## src/rtl/gray_arb_pkg.sv

```systemverilog
// Shared types and default sizing for the Gray-to-binary arbiter slice.
package gray_arb_pkg;

  typedef enum logic [1:0] {
    IDLE    = 2'd0,
    CONVERT = 2'd1,
    RESPOND = 2'd2
  } arb_state_e;

  localparam int DEFAULT_NUM_REQ = 4;
  localparam int DEFAULT_WIDTH   = 4;

endpackage : gray_arb_pkg

```

## src/rtl/gray_to_binary_core.sv

```systemverilog
// Purely combinational Gray-to-binary converter shared by all requesters.
module gray_to_binary_core
  import gray_arb_pkg::*;
#(
  parameter int WIDTH = DEFAULT_WIDTH
) (
  input  logic [WIDTH-1:0] gray_i,
  output logic [WIDTH-1:0] binary_o
);

  // Binary bit k is the XOR of all Gray bits at or above k, which is the
  // closed form of the MSB-first chain b[k] = b[k+1] ^ g[k].
  always_comb begin
    binary_o = '0;
    for (int k = 0; k < WIDTH; k++) begin
      binary_o[k] = ^(gray_i >> k);
    end
  end

endmodule : gray_to_binary_core

```

## src/rtl/gray_to_binary_arbiter.sv

```systemverilog
// Round-robin arbiter sharing one registered Gray-to-binary conversion among
// NUM_REQ valid/ready requesters; results return tagged with the requester ID.
module gray_to_binary_arbiter
  import gray_arb_pkg::*;
#(
  parameter  int NUM_REQ = DEFAULT_NUM_REQ,
  parameter  int WIDTH   = DEFAULT_WIDTH,
  localparam int ID_W    = $clog2(NUM_REQ)
) (
  input  logic                     Clk,
  input  logic                     Reset_n,
  input  logic [NUM_REQ-1:0]       Req_Valid,
  input  logic [NUM_REQ*WIDTH-1:0] Req_Gray,
  output logic [NUM_REQ-1:0]       Req_Ready,
  output logic                     Rsp_Valid,
  output logic [WIDTH-1:0]         Rsp_Binary,
  output logic [ID_W-1:0]          Rsp_Id,
  input  logic                     Rsp_Ready
);

  arb_state_e       state_q, state_d;
  logic [WIDTH-1:0] gray_q, gray_d;
  logic [WIDTH-1:0] rsp_binary_q, rsp_binary_d;
  logic [ID_W-1:0]  id_q, id_d;
  logic [ID_W-1:0]  prio_ptr_q, prio_ptr_d;
  logic [WIDTH-1:0] core_binary;

  logic             grant_found;
  logic [ID_W-1:0]  grant_id;
  logic [ID_W:0]    rr_idx;

  // Wrapped priority search starting at prio_ptr_q; the extra index bit keeps
  // ptr + k from overflowing before the explicit modulo for non-power-of-two NUM_REQ.
  always_comb begin : rr_search
    // NOTE: every combinational output gets a default first, so no path
    // through the block leaves a value unassigned and no latch is inferred.
    grant_found = 1'b0;
    grant_id    = '0;
    rr_idx      = '0;
    for (int k = 0; k < NUM_REQ; k++) begin
      rr_idx = {1'b0, prio_ptr_q} + (ID_W+1)'(k);
      if (rr_idx >= (ID_W+1)'(NUM_REQ)) begin
        rr_idx = rr_idx - (ID_W+1)'(NUM_REQ);
      end
      if (!grant_found && Req_Valid[rr_idx[ID_W-1:0]]) begin
        grant_found = 1'b1;
        grant_id    = rr_idx[ID_W-1:0];
      end
    end
  end

  // Accept strobe depends only on state and Req_Valid, never on Rsp_Ready.
  always_comb begin : ready_decode
    Req_Ready = '0;
    if (state_q == IDLE && grant_found) begin
      Req_Ready[grant_id] = 1'b1;
    end
  end

  gray_to_binary_core #(
    .WIDTH (WIDTH)
  ) u_core (
    .gray_i   (gray_q),
    .binary_o (core_binary)
  );

  always_comb begin : fsm_next
    state_d      = state_q;
    gray_d       = gray_q;
    id_d         = id_q;
    rsp_binary_d = rsp_binary_q;
    prio_ptr_d   = prio_ptr_q;
    unique case (state_q)
      IDLE: begin
        if (grant_found) begin
          gray_d  = Req_Gray[grant_id*WIDTH +: WIDTH];
          id_d    = grant_id;
          state_d = CONVERT;
        end
      end
      CONVERT: begin
        rsp_binary_d = core_binary;
        state_d      = RESPOND;
      end
      RESPOND: begin
        if (Rsp_Ready) begin
          prio_ptr_d = (id_q == ID_W'(NUM_REQ - 1)) ? '0 : id_q + 1'b1;
          state_d    = IDLE;
        end
      end
      default: state_d = IDLE;
    endcase
  end

  always_ff @(posedge Clk or negedge Reset_n) begin
    if (!Reset_n) begin
      state_q      <= IDLE;
      gray_q       <= '0;
      id_q         <= '0;
      rsp_binary_q <= '0;
      prio_ptr_q   <= '0;
    end else begin
      // NOTE: non-blocking assignments so every register samples the
      // pre-edge values regardless of statement order.
      state_q      <= state_d;
      gray_q       <= gray_d;
      id_q         <= id_d;
      rsp_binary_q <= rsp_binary_d;
      prio_ptr_q   <= prio_ptr_d;
    end
  end

  assign Rsp_Valid  = (state_q == RESPOND);
  assign Rsp_Binary = rsp_binary_q;
  assign Rsp_Id     = id_q;

  a_ready_onehot0 : assert property (@(posedge Clk) disable iff (!Reset_n)
    $onehot0(Req_Ready));

endmodule : gray_to_binary_arbiter
```

## config.mk

```make
export PLATFORM = sky130hd
export DESIGN_NAME = gray_to_binary_arbiter
export DESIGN_NICKNAME = d
export VERILOG_FILES = /design/src/rtl/gray_arb_pkg.sv /design/src/rtl/gray_to_binary_core.sv /design/src/rtl/gray_to_binary_arbiter.sv
export SDC_FILE = /design/constraint.sdc
export NUM_CORES = 1
export LEC_CHECK = 0
export CORE_MARGIN = 3
export CORE_UTILIZATION = 39
export DETAILED_ROUTE_END_ITERATION = 8
export DONT_BUFFER_PORTS = 1
export SLEW_MARGIN = 30
export SYNTH_ARGS = -nofsm -noshare
export SYNTH_HDL_FRONTEND = slang
export SYNTH_SLANG_ARGS = --single-unit
```

## constraint.sdc

```tcl
create_clock -name Clk -period 3.82 [get_ports Clk]
set_input_delay 0.764 -clock Clk [delete_from_list [all_inputs] [get_ports Clk]]
set_output_delay 0.764 -clock Clk [all_outputs]
set_load 0.01 [all_outputs]
```

==> summary.md <==
| Metric | Value |
|---|---|
| Vias post-DR | `600` |
| CP max stage delay | `490 ps` |
| Cell area after synthesis | `817 sq um` |
| PD cells | `854 nW/um^2` |
| Routed Antenna Nets | `0` |
| Num ports | `34` |
| CTS sink count | `14` |
| Clk buf depth | `2` |
| Cell Chain, Critical Path | `nor4_1 > or3_1 > inv_1 > nand2_1 > nor2_1` |
| Final #Nets | `108` |
| Fin. max-slew vios | `0` |
| Root Driver | `clkbuf_4` |
| Die W | `51.8 um` |
| Post-synth EDFFs | `0` |
| H-tree depth | `1` |
| CP bufs+invs | `1` |
| Req. time, crit path | `3060 ps` |
| Port bufs | `0` |
| GPL Wtd Cong | `0.835` |
| Headroom to the max-slew limit | `63.2%` |
| Post-CTS resize count | `0` |
| Setup TNS | `0 ps` |
| Setup crit end kind | `output pin` |
| Critical Path Start Type | `input port` |
| P_leak | `0.411 nW` |
| Num CTS Buffers | `3` |
| Starting Density | `44.0%` |
| Met1 Wirelength | `719 um` |
| Post-synthesis sequential area ratio | `42.9%` |
| RSZ-0062 raised after global routing | `no` |
| Hold Path Class | `in -> async` |
| Final period util | `68.9%` |
| Met2 Routed Length | `751 um` |
| Drt wl/cell | `15.0 um` |
| Initial DRC count | `8` |
| Global-route wire length before repair | `2.62 mm` |
| First-pass iteration count of the detailed router | `4` |
| Total power draw | `0.000723 W` |
| Total wire length | `1.62 mm` |
| Post-Syn Instances | `84` |
| Vias in the first global route | `569` |
| Final Hold Fails | `0` |
| Met3 WL | `138 um` |
| Die Y | `51.8 um` |
| Endpoints failing setup | `0` |
| Crit-path slowest cell | `or3_1` |
| Grt ovf | `0` |
| Syn avg cell area | `9.73 sq um` |
| Status | `complete, no violations` |
| Via density | `5.56` |
| Post-route minimum period | `2630 ps` |
| Share of cells above drive strength 1 | `9.64%` |
| Cts hold-fix bufs | `0` |
| Highest metal used | `met4` |
| HPWL Detailed | `1.32 mm` |
| P&R area growth vs syn | `3.68%` |
| Flops & latches, synth | `14` |
| Total of warnings raised by yosys | `0` |
| Kind of critical path | `in -> out` |
| Worst-margin pin slew | `551 ps` |
| Max cap viols | `0` |
| Core box area | `1860 sq um` |
| Insertion delay of the later-clocked pin in the worst-skew pair | `280 ps` |
| Die area | `2680 sq um` |
| Site Rows | `15` |
| Max Clock Skew | `7.06 ps` |
| CP Data Arrival Time | `1870 ps` |
| Initial antenna violation count | `0` |
| CTS clk-pin slew, worst paths | `90 ps` |
| Worst-path maximum fanout | `18` |
| Post-CTS Setup Bufs | `0` |
| GRT Total Usage | `13.5%` |
| CP top delay family | `simple AND/OR/NAND/NOR gates` |
| Final Core Density | `45.6%` |
| Max Freq | `380 MHz` |
| DRC | `0` |
| Largest net degree at the start of global routing | `19` |
| Async set-reset flop share out of synthesis | `100%` |
| Peak supply drop | `0.383 mV` |
| Top_reg_cell synth | `dfrtp_1` |
| Synth cell types | `27` |
| N_diodes | `0` |
| Synthesized Nets | `108` |
| CTS tree | `yes` |
-- cell families after synthesis --
family                   after synthesis  share of synthesized area (%)
multiplexers                          11                           13.8
AO/OA/AOI/OAI                         19                           16.5
AND/OR/NAND/NOR                       27                           15.6
adder cells (fa/ha/maj)                1                           1.53
buffers and inverters                  9                           6.43
XOR/XNOR                               3                           3.22
flip-flops                            14                           42.9
-- sequential cells by signal, indices dropped and copies added, names as in the netlist --
| signal | count |
|---|---|
| Rsp_Id | 2 |
| state_q | 2 |
| Rsp_Binary | 4 |
| prio_ptr_q | 2 |
| gray_q | 4 |
-- final timing paths --
check                              startpoint             to  slack (ps)  cells past startpoint
worst max-delay path             Req_Valid[2]   Req_Ready[3]        1190                      5
worst min-delay path                  Reset_n      gray_q[1]         170                      0
worst max register to register  prio_ptr_q[1]      gray_q[1]        1890                      5
worst min register to register      gray_q[0]      gray_q[0]         520                      1
max in group asynchronous             Reset_n  Rsp_Binary[0]        3580                      0
min in group Clk                    gray_q[0]      gray_q[0]         520                      1
-- stage by stage --
| step | area, sq um | setup WS (ps) | hold slack [ps] | instances |
|---|---|---|---|---|
| CTS | 847 | 1180 | 149 | 108 |
| finish | 847 | 1190 | 167 | 108 |
| global route | 847 | 1030 | 136 | 108 |
| floorplan | 817 | 1300 | 468 | 84 |
| detailed placement | 811 | 1180 | 469 | 104 |
| global placement | 811 | 1280 | 469 | 104 |
-- placed cells by master, fill, tap and decap left out --
cell type,instances
o22ai_1,1
mux2i_1,9
nand2b_1,2
nor3_1,10
nand2_1,10
a21bo_2,1
clkbuf_4,3
inv_1,4
o22a_2,1
xnor2_1,1
a21oi_1,2
ha_1,1
o31ai_1,1
nor3b_1,1
mux2_2,2
or3_1,1
dfrtp_1,14
nor4_1,1
nor2_1,2
a211o_1,4
a221oi_1,1
xor2_1,2
o21ai_0,6
a221o_1,1
o21a_1,1
clkbuf_8,1
-- synthesized netlist by cell type, types with 2 or more instances --
master,instances,area [sq um]
dfrtp_1,14,350
mux2_2,2,22.5
nor2_1,2,7.51
a21oi_1,2,10.0
nand2b_1,2,12.5
buf_6,2,22.5
nand2_1,10,37.5
a211o_1,4,35.0
o21ai_0,6,30.0
clkbuf_1,2,7.51
xor2_1,2,17.5
inv_1,4,15.0
nor3_1,10,50.1
mux2i_1,9,90.1
-- power by group --
group	internal [W]	total (W)	switching, W
combinational	0.000138	0.000313	0.000175
sequential	0.000223	0.000305	0.0000823
clock	0.0000580	0.000105	0.0000475
total	0.000419	0.000723	0.000304
-- metal layers --
layer | up-vias | track usage (%)
li1 | 302 | -
met1 | 271 | 17.6
met2 | 25 | 21.2
met3 | 2 | 4.30
met4 | 0 | 3.93
met5 | - | 0
-- area by class of cell --
class                   instances  area (sq um)
inverters                       4          15.0
flip-flops and latches         14           350
clock buffers                   4          36.3
fillers                       177          1010
well taps                      25          31.3
multi-input cells              61           414
Note: power is estimated with default switching activity, not from simulation.
